<file path="src/rtl/booth_multiplication.sv">
`default_nettype none
// ============================================================================
// Module      : booth_multiplication
// Description : Sequential 32x32 signed multiplier using radix-2 Booth
//               recoding. One Booth iteration per clock, 32 iterations.
//               Sequence: IDLE -> INIT (load operands) -> RUN x32 -> DONE.
// Ports       : GO     - start request, registered before the FSM sees it
//               clk    - clock, rising edge
//               RST    - synchronous active-high reset
//               m, r   - multiplicand / multiplier (two's complement)
//               done   - high while in DONE
//               cntOut - high during the final RUN iteration
//               pOut   - current Booth pair {Q[0], Q_-1}
//               CS     - state: IDLE=00 INIT=01 RUN=10 DONE=11
//               result - signed 64-bit product {A[31:0], Q}
// Options     : `define BOOTH_AUTO_RESTART_EN makes DONE last one cycle
//               regardless of GO; otherwise DONE is held until GO drops.
// Revision    : 1.0 - initial release
// ============================================================================
module booth_multiplication (
  input  logic        GO,
  input  logic        clk,
  input  logic        RST,
  input  logic [31:0] m,
  input  logic [31:0] r,
  output logic        done,
  output logic        cntOut,
  output logic [1:0]  pOut,
  output logic [1:0]  CS,
  output logic [63:0] result
);

  typedef enum logic [1:0] {
    S_IDLE = 2'b00,
    S_INIT = 2'b01,
    S_RUN  = 2'b10,
    S_DONE = 2'b11
  } state_t;

  localparam logic [4:0] c_LAST_ITER = 5'd31;

  state_t      r_state;
  logic        r_go;
  logic [32:0] r_m;
  logic [32:0] r_a;
  logic [31:0] r_q;
  logic        r_qm1;
  logic [4:0]  r_cnt;

  logic [32:0] w_addend;
  logic [32:0] w_sum;

  // GO is captured one edge before the FSM acts on it. It is deliberately
  // sampled even while RST is high, so a GO held through reset release
  // starts a new operation on the first edge after release.
  always_ff @(posedge clk) begin
    r_go <= GO;
  end

  // Booth recoding: 01 adds M, 10 subtracts M, 00/11 adds nothing.
  // A is 33 bits wide so that -M for m=0x80000000 is representable.
  always_comb begin
    w_addend = 33'd0;
    case ({r_q[0], r_qm1})
      2'b01:   w_addend = r_m;
      2'b10:   w_addend = ~r_m + 33'd1;
      default: w_addend = 33'd0;
    endcase
    w_sum = r_a + w_addend;
  end

  always_ff @(posedge clk) begin
    if (RST) begin
      r_state <= S_IDLE;
      r_m     <= 33'd0;
      r_a     <= 33'd0;
      r_q     <= 32'd0;
      r_qm1   <= 1'b0;
      r_cnt   <= 5'd0;
    end else begin
      case (r_state)
        S_IDLE: begin
          if (r_go) begin
            r_state <= S_INIT;
          end
        end
        S_INIT: begin
          r_m     <= {m[31], m};
          r_a     <= 33'd0;
          r_q     <= r;
          r_qm1   <= 1'b0;
          r_cnt   <= 5'd0;
          r_state <= S_RUN;
        end
        S_RUN: begin
          // Add/subtract and arithmetic right shift of {A,Q,Q_-1} in one step.
          r_a   <= {w_sum[32], w_sum[32:1]};
          r_q   <= {w_sum[0], r_q[31:1]};
          r_qm1 <= r_q[0];
          r_cnt <= r_cnt + 5'd1;
          if (r_cnt == c_LAST_ITER) begin
            r_state <= S_DONE;
          end
        end
        S_DONE: begin
`ifdef BOOTH_AUTO_RESTART_EN
          r_state <= S_IDLE;
`else
          if (!r_go) begin
            r_state <= S_IDLE;
          end
`endif
        end
        default: r_state <= S_IDLE;
      endcase
    end
  end

  assign CS     = r_state;
  assign done   = (r_state == S_DONE);
  assign cntOut = (r_state == S_RUN) && (r_cnt == c_LAST_ITER);
  assign pOut   = {r_q[0], r_qm1};
  assign result = {r_a[31:0], r_q};

endmodule
`default_nettype wire

</file>
<file path="config.mk">
export PLATFORM = sky130hd
export DESIGN_NAME = booth_multiplication
export DESIGN_NICKNAME = d
export VERILOG_FILES = /design/src/rtl/booth_multiplication.sv
export SDC_FILE = /design/constraint.sdc
export NUM_CORES = 1
export LEC_CHECK = 0
export CORE_AREA = 2 2 117 119
export CTS_BUF_LIST = sky130_fd_sc_hd__clkbuf_4
export CTS_CLUSTER_DIAMETER = 120
export DETAILED_ROUTE_END_ITERATION = 6
export DIE_AREA = 0 0 119 121
export GPL_ROUTABILITY_DRIVEN = 1
export PLACE_DENSITY = 0.82
export RECOVER_POWER = 50
export SYNTH_ARGS = -nofsm -noshare
export SYNTH_HDL_FRONTEND = slang
export SYNTH_SLANG_ARGS = --single-unit
</file>
<file path="constraint.sdc">
create_clock -name clk -period 5.3 [get_ports clk]
set_input_delay 1.06 -clock clk [delete_from_list [all_inputs] [get_ports clk]]
set_output_delay 1.06 -clock clk [all_outputs]
set_load 0.005 [all_outputs]
</file>
==> results_dict.tcl, run 1 <==
set metrics [dict create \
    status "finished with violations" \
    violations "capacitance limit, slew limit" \
    cts_tree "done" \
    max_freq_mhz 219 \
    post_cts_resized 0 \
    grt_pass1_vias 6466 \
    rsz0062_at_grt "false" \
    yosysMostFrequentCell "nor2_1" \
    p_seq_share_pct 35.1 \
    grt_antenna_before_repair 1 \
    die_w_um 119 \
    area_delta_synth_final_pct 21.7 \
    wl_per_cell_um 16.5 \
    pwr-share-clk_pct 12.1 \
    synthFlopType "dfxtp_1" \
    slew_headroom_pct -68.5 \
    start_util_pct 53.2 \
    dr.pass1.iters 5 \
    clk-insertion-delay-late_ns 0.50 \
    timing.final.crit_period_ns 4.57 \
    path_max_fanout 9 \
    hold_path_class "flop to flop" \
    comb_power_share_pct 52.8 \
    drive_gt1_share_pct 3.97 \
    rrSetupSlack_ns 0.73 \
    hold_buffers 0 \
    r2r_start "r_m[0]$_SDFFE_PP0N_" \
    critPathKind "flop to flop" \
    drt_iter0_drc 561 \
    cts_buffers 9 \
    synthCells 883 \
    internal_power_w 0.00177 \
    power.density_nw_per_um2 371 \
    setup_tns_ns 0 \
    portBuffers 136 \
    layout.nets 1087 \
    clockBufferDepth 2 \
    grt-ovfl-total 0 \
    place_hpwl_um 14200 \
    ys_seq_area_share_pct 30.2 \
    hold_viol 0 \
    p_switching_w 0.00137 \
    maxSlewViolCount 71 \
    grt_max_degree 71 \
    ys_ff_latch 105 \
    totalWireLength_um 19200 \
    ys_types 67 \
    core_um2 13100 \
    vias 6868 \
    grt_pass1_wl_um 31500 \
    leakagePower_nw 3.26 \
    synth_top_area_cell "dfxtp_1" \
    routabilityCongestion 0.946 \
    yosysWarnings 0 \
    finClkSkew_ns 0.0150 \
    whs_endpoint "r_a[17]$_SDFFE_PP0P_" \
    clockRootBuffer "clkbuf_4" \
    fp.dieH_um 121 \
    cts_max_level 3 \
    clkTransAtPathRegs_ns 0.16 \
    syn_avg_cell_area_um2 7.89 \
    synth_edf_count 0 \
    worst_slew_pin_slew_ns 2.53 \
    route.detailed.drc 0 \
    min_from "r_a[17]$_SDFFE_PP0P_" \
    synth_top_cell_area_share_pct 30.2 \
    p_total_w 0.00315 \
    synth_commonest_cells "nor2_1, dfxtp_1, mux2i_1" \
    via_per_inst 5.92 \
    setup_viol 0 \
    required_ns 5.70 \
    clock-sinks 105 \
    die_area_um2 14400 \
    holdWs_ns 0.493 \
    syn_nets 992 \
    cap_violations 2 \
    p_sw_share_pct 43.6 \
    finalCritPeriodShare_pct 86.3 \
    postSynth.asyncResetShare_pct 0 \
    rows 42 \
    startpoint_type "flop" \
    yosys-top-cells-area "dfxtp_1, mux2i_1, nor2_1" \
    end_kind "flop" \
    worstPathArrival_ns 4.97 \
    whs_path_depth 2 \
    drtAntennaViolNets 0 \
    io_pins 137 \
    timing.rr.end "r_a[24]$_SDFFE_PP0P_" \
    grt.total_usage_pct 26.9 \
    postCtsSetupBuffers 0 \
    ff2ff_path_depth 16 \
    post_synth_instance_area_um2 6960 \
    ir_drop_uv 385 \
]
-- cells in the final DEF (no fill, tap or decap), types with 6 or more instances in the layout --
cell	synthesis	final
a211oi_1	36	36
a21o_1	21	21
a21oi_1	58	58
a22oi_1	14	14
a311oi_1	10	10
buf_4	2	6
clkbuf_4	0	10
clkdlybuf4s50_1	0	115
dfxtp_1	105	105
dlygate4sd3_1	0	20
ha_1	41	40
inv_1	24	24
mux2i_1	66	66
nand2_1	58	58
nand2b_1	7	7
nand3_1	10	10
nand3b_1	9	9
nand4_1	9	9
nor2_1	139	138
nor3_1	34	34
o211ai_1	7	7
o21ai_0	43	43
o21ai_1	11	11
or3_1	14	14
xnor2_1	11	11
xor2_1	13	13
-- final cells by class --
type | count | area (µm²)
Tap cell | 176 | 220
Sequential cell | 105 | 2100
Clock inverter | 6 | 41.3
Multi-Input combinational cell | 694 | 4540
Timing Repair Buffer | 143 | 1410
Clock buffer | 10 | 75.1
Fill cell | 1107 | 4610
Inverter | 25 | 93.8
Antenna cell | 1 | 2.50
-- logic make-up after synthesis --
| kind of cell | count (synthesis) | share of synthesized area [%] |
|---|---|---|
| DFF | 105 | 30.2 |
| muxes | 66 | 9.49 |
| adders and majority gates | 42 | 7.65 |
| xor gates and xnor gates | 24 | 3.02 |
| buffers and inverters | 84 | 4.73 |
| and+or+nand+nor | 313 | 21.1 |
| AOI/OAI and AO/OA | 249 | 23.8 |
-- through the flow --
| step | utilization, % | cells | instance area (µm²) | setup WS, ns |
|---|---|---|---|---|
| after floorplan | - | 883 | 6960 | 1.18 |
| after global placement | 63.9 | 1143 | 8370 | 0.986 |
| after detailed placement | 63.9 | 1143 | 8370 | 0.829 |
| after CTS | 64.8 | 1159 | 8480 | 0.807 |
| after global routing | 64.8 | 1160 | 8480 | 0.449 |
| final | 64.8 | 1160 | 8480 | 0.726 |
-- power by group through the flow --
stage          Clock, W  Combinational (W)  Sequential [W]
3_3_place_gp          0            0.00160         0.00112
2_1_floorplan         0            0.00118         0.00108
3_5_place_dp          0            0.00164         0.00112
5_1_grt        0.000422            0.00185         0.00113
4_1_cts        0.000396            0.00164         0.00110
6_report       0.000381            0.00166         0.00111
-- how the worst max path moves through the flow --
stage,start,end,slack [ns],cells past startpoint
6_report,r_m[0]$_SDFFE_PP0N_,r_a[24]$_SDFFE_PP0P_,0.73,16
5_1_grt,r_m[0]$_SDFFE_PP0N_,r_a[24]$_SDFFE_PP0P_,0.45,16
4_1_cts,r_m[0]$_SDFFE_PP0N_,r_a[24]$_SDFFE_PP0P_,0.81,16
3_5_place_dp,r_m[0]$_SDFFE_PP0N_,r_a[24]$_SDFFE_PP0P_,0.83,16
3_3_place_gp,r_m[0]$_SDFFE_PP0N_,r_a[24]$_SDFFE_PP0P_,0.99,16
2_1_floorplan,r_m[0]$_SDFFE_PP0N_,r_a[24]$_SDFFE_PP0P_,1.18,18
-- state kept, by name, indices dropped and copies added (netlist names) --
register	cells
r_cnt	5
r_m	32
r_go	1
r_a	32
r_qm1	1
CS	2
r_q	32
-- routing by layer --
layer  global-route usage [%]  share of wire [%]  wire length (µm)
met1                     34.9                 45              8630
met2                     42.9                 45              8610
met3                     6.81                7.5              1450
met4                     10.7                2.4               469
met5                        0                  0                 0
-- critical path, stage by stage, from the launching register on --
cell and delay [ns]:
dfxtp_1 0.35, inv_1 0.08, ha_1 0.19, or3b_4 0.40, or3_1 0.34, or3_1 0.42
or2_1 0.28, o311a_1 0.32, nor3_2 0.15, ha_1 0.36, a21o_1 0.23, a21o_1 0.18
a221oi_1 0.33, o211ai_1 0.31, a41oi_1 0.31, xor2_1 0.16, o21ai_0 0.08
Power figures use the tool's default switching activity.
==> inputs of run 2 (changes only) <==
--- a/config.mk
+++ b/config.mk
@@ -5,14 +5,15 @@
 export SDC_FILE = /design/constraint.sdc
 export NUM_CORES = 1
 export LEC_CHECK = 0
-export CORE_AREA = 2 2 117 119
+export CORE_AREA = 5 5 125 127
 export CTS_BUF_LIST = sky130_fd_sc_hd__clkbuf_4
 export CTS_CLUSTER_DIAMETER = 120
 export DETAILED_ROUTE_END_ITERATION = 6
-export DIE_AREA = 0 0 119 121
+export DIE_AREA = 0 0 130 132
 export GPL_ROUTABILITY_DRIVEN = 1
-export PLACE_DENSITY = 0.82
+export PLACE_DENSITY = 0.76
 export RECOVER_POWER = 50
+export SKIP_LAST_GASP = 1
 export SYNTH_ARGS = -nofsm -noshare
 export SYNTH_HDL_FRONTEND = slang
 export SYNTH_SLANG_ARGS = --single-unit
==> results_dict.tcl, run 2 (synthesis results as in run 1) <==
set metrics [dict create \
    status "finished with violations" \
    violations "capacitance limit, slew limit" \
    grt.total_usage_pct 22.3 \
    maxSlewViolCount 71 \
    whs_endpoint "r_a[17]$_SDFFE_PP0P_" \
    clockBufferDepth 2 \
    clk-insertion-delay-late_ns 0.49 \
    clock-sinks 105 \
    io_pins 137 \
    rows 44 \
    cts_tree "done" \
    crit_path_top_delay_cell "or3_1" \
    startpoint_type "flop" \
    via_per_inst 5.77 \
    layout_common_cells "nor2_1, clkdlybuf4s50_1, dfxtp_1" \
    clkTransAtPathRegs_ns 0.17 \
    finClkSkew_ns 0.0151 \
    start_util_pct 48.6 \
    vias 6742 \
    grt_max_degree 85 \
    rrSetupSlack_ns 0.84 \
    grt-ovfl-total 0 \
    area_delta_synth_final_pct 21.9 \
    layout_commonest_cell "nor2_1" \
    max_freq_mhz 224 \
    setup_tns_ns 0 \
    cpLargestDelayFamily "compound AO/OA/AOI/OAI gates" \
    drt_iter0_drc 467 \
    worst_slew_pin_slew_ns 2.51 \
    worstPathArrival_ns 4.85 \
    path_max_fanout 9 \
    finalCritPeriodShare_pct 84.1 \
    cap_violations 2 \
    drive_gt1_share_pct 3.96 \
    route.detailed.drc 0 \
    r2r_start "r_m[0]$_SDFFE_PP0N_" \
    rsz0062_at_grt "false" \
    leakagePower_nw 3.26 \
    min_from "r_a[17]$_SDFFE_PP0P_" \
    fp.dieH_um 132 \
    finalWorstSetupSlack_ns 0.840 \
    diodes 0 \
    die_area_um2 17200 \
    dr.pass1.iters 5 \
    timing.rr.end "r_a[24]$_SDFFE_PP0P_" \
    post_cts_resized 0 \
    critPathMaxStageDelay_ns 0.42 \
    required_ns 5.69 \
    ir_drop_uv 597 \
    worst-path-buf-inv 1 \
    portBuffers 136 \
    grt_pass1_vias 6339 \
    whs_path_depth 2 \
    setup_viol 0 \
    postCtsSetupBuffers 0 \
    drtAntennaViolNets 0 \
    grt_pass1_wl_um 31500 \
    routabilityCongestion 0.899 \
    critPathKind "flop to flop" \
    core_um2 14300 \
    reg_top3 "r_a: 32 flops, r_m: 32 flops, r_q: 32 flops" \
    ff2ff_path_depth 16 \
    clockRootBuffer "clkbuf_4" \
    end_kind "flop" \
    die_w_um 130 \
    timing.final.crit_period_ns 4.46 \
    place_ws_ns 0.886 \
    hold_path_class "flop to flop" \
    cts_buffers 9 \
    hold_buffers 0 \
    place_hpwl_um 14500 \
    cts_max_level 3 \
    fillers 1389 \
    layout.nets 1089 \
    power.density_nw_per_um2 371 \
    totalWireLength_um 19400 \
    crit_chain "inv_1 -> ha_1 -> or3b_4 -> or3_1 -> or3_1 -> or2_1 -> o311a_1 -> nor3_2 -> ha_1 -> a21o_1 -> a21o_1 -> a221oi_1 -> o211ai_1 -> a41oi_1 -> xor2_1 -> o21ai_0" \
    slew_headroom_pct -67.5 \
    grt_antenna_before_repair 0 \
    wl_per_cell_um 16.6 \
    hold_viol 0 \
]
-- run 2: changes by cell type in the layout (fill, tap and decap cells not counted), sizes merged --
cell           delta
buf               +2
clkbuf            -1
clkdlybuf4s50     +1
clkinvlp          -1
diode             -1
dlygate4sd3       -1
inv               +1
-- run 2: worst max path at each step --
stage / start / to / cells after the start
finish: r_m[0]$_SDFFE_PP0N_ / r_a[24]$_SDFFE_PP0P_ / 16
CTS: r_m[0]$_SDFFE_PP0N_ / r_a[24]$_SDFFE_PP0P_ / 16
global placement: r_m[0]$_SDFFE_PP0N_ / r_a[24]$_SDFFE_PP0P_ / 16
detailed placement: r_m[0]$_SDFFE_PP0N_ / r_a[24]$_SDFFE_PP0P_ / 16
floorplan: r_m[0]$_SDFFE_PP0N_ / r_a[24]$_SDFFE_PP0P_ / 18
global route: r_m[1]$_SDFFE_PP0N_ / r_a[24]$_SDFFE_PP0P_ / 15
-- run 2: where the power goes --
group | internal [W] | leakage [nW] | total [W] | switching [W]
sequential | 0.000938 | 0.857 | 0.00110 | 0.000163
combinational | 0.000739 | 2.35 | 0.00166 | 0.000925
clock | 0.0000973 | 0.0623 | 0.000382 | 0.000285
total | 0.00177 | 3.26 | 0.00315 | 0.00137
-- run 2: metal layers --
layer | global-route usage (%) | vias to the layer above | wire [µm]
met4 | 5.20 | 0 | 241
met1 | 29.6 | 3104 | 8790
met5 | 0 | - | 0
met2 | 34.6 | 218 | 8620
li1 | - | 3402 | -
met3 | 8.06 | 18 | 1770
-- run 2: per-stage QoR --
step | cell area [µm²] | hold slack, ns | power [W] | utilization (%) | cells
3_5_place_dp | 8390 | 0.470 | 0.00276 | 58.6 | 1153
5_1_grt | 8490 | 0.502 | 0.00341 | 59.3 | 1168
4_1_cts | 8500 | 0.490 | 0.00315 | 59.4 | 1168
2_1_floorplan | 6960 | 0.459 | 0.00226 | - | 883
6_report | 8490 | 0.486 | 0.00315 | 59.3 | 1168
3_3_place_gp | 8390 | 0.460 | 0.00274 | 58.6 | 1153
-- run 2: worst register-to-register path, cell delays in order, from the launching register on --
cell      delay [ns]
dfxtp_1         0.35
inv_1           0.07
ha_1            0.18
or3b_4          0.40
or3_1           0.34
or3_1           0.42
or2_1           0.29
o311a_1         0.31
nor3_2          0.11
ha_1            0.35
a21o_1          0.24
a21o_1          0.19
a221oi_1        0.31
o211ai_1        0.28
a41oi_1         0.31
xor2_1          0.15
o21ai_0         0.07
-- run 2: cell type report --
cell class | instances | area [µm²] | area share [%]
multi-input combinational | 694 | 4530 | 53.4
timing repair buffer | 145 | 1420 | 16.7
clock inverter | 6 | 42.5 | 0.501
sequential | 105 | 2100 | 24.8
clock buffer | 9 | 67.6 | 0.796
inverter | 25 | 93.8 | 1.11
tap | 184 | 230 | 2.71
==> inputs of run 3 (changes only) <==
==> constraint.sdc (replaced) <==
create_clock -name clk -period 4.2 [get_ports clk]
set_input_delay 0.84 -clock clk [delete_from_list [all_inputs] [get_ports clk]]
set_output_delay 0.84 -clock clk [all_outputs]
set_load 0.005 [all_outputs]
==> results_dict.tcl, run 3 (synthesis results as in run 1) <==
set metrics [dict create \
    required_ns 4.60 \
    start_util_pct 48.6 \
    fp.dieH_um 132 \
    p_sw_share_pct 43.3 \
    finalCritPeriodShare_pct 98.5 \
    comb_power_share_pct 54.9 \
    layout.nets 1130 \
    dr.pass1.iters 5 \
    grt_max_degree 77 \
    pwr-share-clk_pct 11.9 \
    layout_common_cells "nor2_1, clkdlybuf4s50_1, dfxtp_1" \
    startpoint_type "flop" \
    drive_gt1_share_pct 11.5 \
    multi_input_area_um2 4710 \
    clock-sinks 105 \
    clk-insertion-delay-late_ns 0.49 \
    drtAntennaViolNets 0 \
    status "finished with violations" \
    layout_commonest_cell "nor2_1" \
    cts_max_level 3 \
    place_hpwl_um 15400 \
    via_per_inst 5.73 \
    power.density_nw_per_um2 469 \
    worstPathArrival_ns 4.54 \
    fillers 1304 \
    clockRootBuffer "clkbuf_4" \
    hold_buffers 0 \
    wl_per_cell_um 17.0 \
    end_kind "flop" \
    cap_violations 1 \
    die_w_um 130 \
    violations "capacitance limit, slew limit" \
    critPathKind "flop to flop" \
    diodes 0 \
    grt_pass1_vias 6682 \
    routabilityCongestion 0.974 \
    grt_antenna_before_repair 0 \
    finClkSkew_ns 0.0145 \
    clockBufferDepth 2 \
    ir_drop_uv 363 \
    hold_viol 0 \
    startpoint "r_m[0]$_SDFFE_PP0N_" \
    holdWs_ns 0.489 \
    p_seq_share_pct 33.2 \
    clkTransAtPathRegs_ns 0.16 \
    hold_path_class "flop to flop" \
    grt.total_usage_pct 23.8 \
    grt_pass1_wl_um 33500 \
    leakagePower_nw 3.48 \
    vias 6938 \
    grt-ovfl-total 0 \
    drt_iter0_drc 503 \
    maxSlewViolCount 33 \
    totalWireLength_um 20500 \
    internal_power_w 0.00239 \
    core_um2 14300 \
    rsz0062_at_grt "true" \
    worst_slew_pin_slew_ns 1.95 \
    rows 44 \
    r2r_start "r_m[0]$_SDFFE_PP0N_" \
    io_pins 137 \
    path_max_fanout 5 \
    die_area_um2 17200 \
    setup_viol 0 \
    cts_buffers 9 \
    setup_tns_ns 0 \
    min_from "r_a[17]$_SDFFE_PP0P_" \
    route.detailed.drc 0 \
    reg_top3 "r_a: 32 flops, r_m: 32 flops, r_q: 32 flops" \
    cts_tree "done" \
    portBuffers 136 \
    max_freq_mhz 242 \
    area_delta_synth_final_pct 29.0 \
    p_switching_w 0.00183 \
    slew_headroom_pct -30.0 \
    seq_area_um2 2100 \
    timing.final.crit_period_ns 4.14 \
]
## run 3: cell types whose count changed in the layout (fill, tap and decap cells not counted), sizes merged
cell,delta
clkbuf,+2
dlygate4sd3,-5
clkdlybuf4s50,+5
buf,+41
inv,-1
## run 3: power by group through the flow
| stage | Combinational [W] | Sequential (W) | Clock (W) |
|---|---|---|---|
| 5_1_grt | 0.00255 | 0.00142 | 0.000557 |
| 3_5_place_dp | 0.00221 | 0.00141 | 0 |
| 4_1_cts | 0.00222 | 0.00139 | 0.000520 |
| 6_report | 0.00231 | 0.00140 | 0.000501 |
| 3_3_place_gp | 0.00218 | 0.00140 | 0 |
| 2_1_floorplan | 0.00149 | 0.00136 | 0 |
## run 3: worst paths after layout
path / end / slack, ns / cells after the start
setup reg to reg: r_a[31]$_SDFFE_PP0P_ / 0.06 / 17
hold reg to reg: r_a[17]$_SDFFE_PP0P_ / 0.49 / 2
setup / recovery: r_a[31]$_SDFFE_PP0P_ / 0.06 / 17
hold / removal: r_a[17]$_SDFFE_PP0P_ / 0.49 / 2
## run 3: what timing repair did
item                                    in CTS  in global routing
gates resized for setup                      4                 38
setup buffers                                0                  3
endpoints found under the setup margin       6                 19
pin swaps                                    2                 16
## run 3: critical path, cell delays in order, from the launching register on
cell,delay (ns)
dfxtp_2,0.36
inv_1,0.07
ha_1,0.15
or3b_4,0.38
or3_4,0.35
or3_4,0.37
or2_4,0.26
o311a_1,0.30
nor3_2,0.13
ha_2,0.30
buf_4,0.15
and3_1,0.18
a22oi_2,0.20
a211o_1,0.15
o211a_1,0.18
nor3_2,0.06
o211a_1,0.20
a221o_1,0.25
## run 3: per-stage QoR
step           worst slack (ns)  total power (W)  utilization [%]  std cells  instance area, µm²
2_1_floorplan            0.0798          0.00285                -        883                6960
3_3_place_gp             0.0203          0.00359             60.6       1191                8670
3_5_place_dp            -0.0788          0.00362             60.6       1191                8670
4_1_cts                 -0.0276          0.00413             61.6       1207                8820
5_1_grt                  -0.111          0.00453             62.8       1210                8980
6_report                 0.0615          0.00421             62.8       1210                8980
## run 3: cell type report
cell class | instances | share of cell area (%)
multi-input combinational | 694 | 52.4
sequential | 105 | 23.4
timing repair buffer | 186 | 19.2
tap | 184 | 2.56
inverter | 25 | 1.04
clock buffer | 11 | 0.919
clock inverter | 5 | 0.446
## run 3: layer usage
metal	global-route usage [%]	vias to the layer above	wire length, µm
met5	0	-	0
met4	6.12	0	313
met3	6.97	24	1600
met2	37.4	204	9290
met1	32.1	3228	9330
li1	-	3482	-
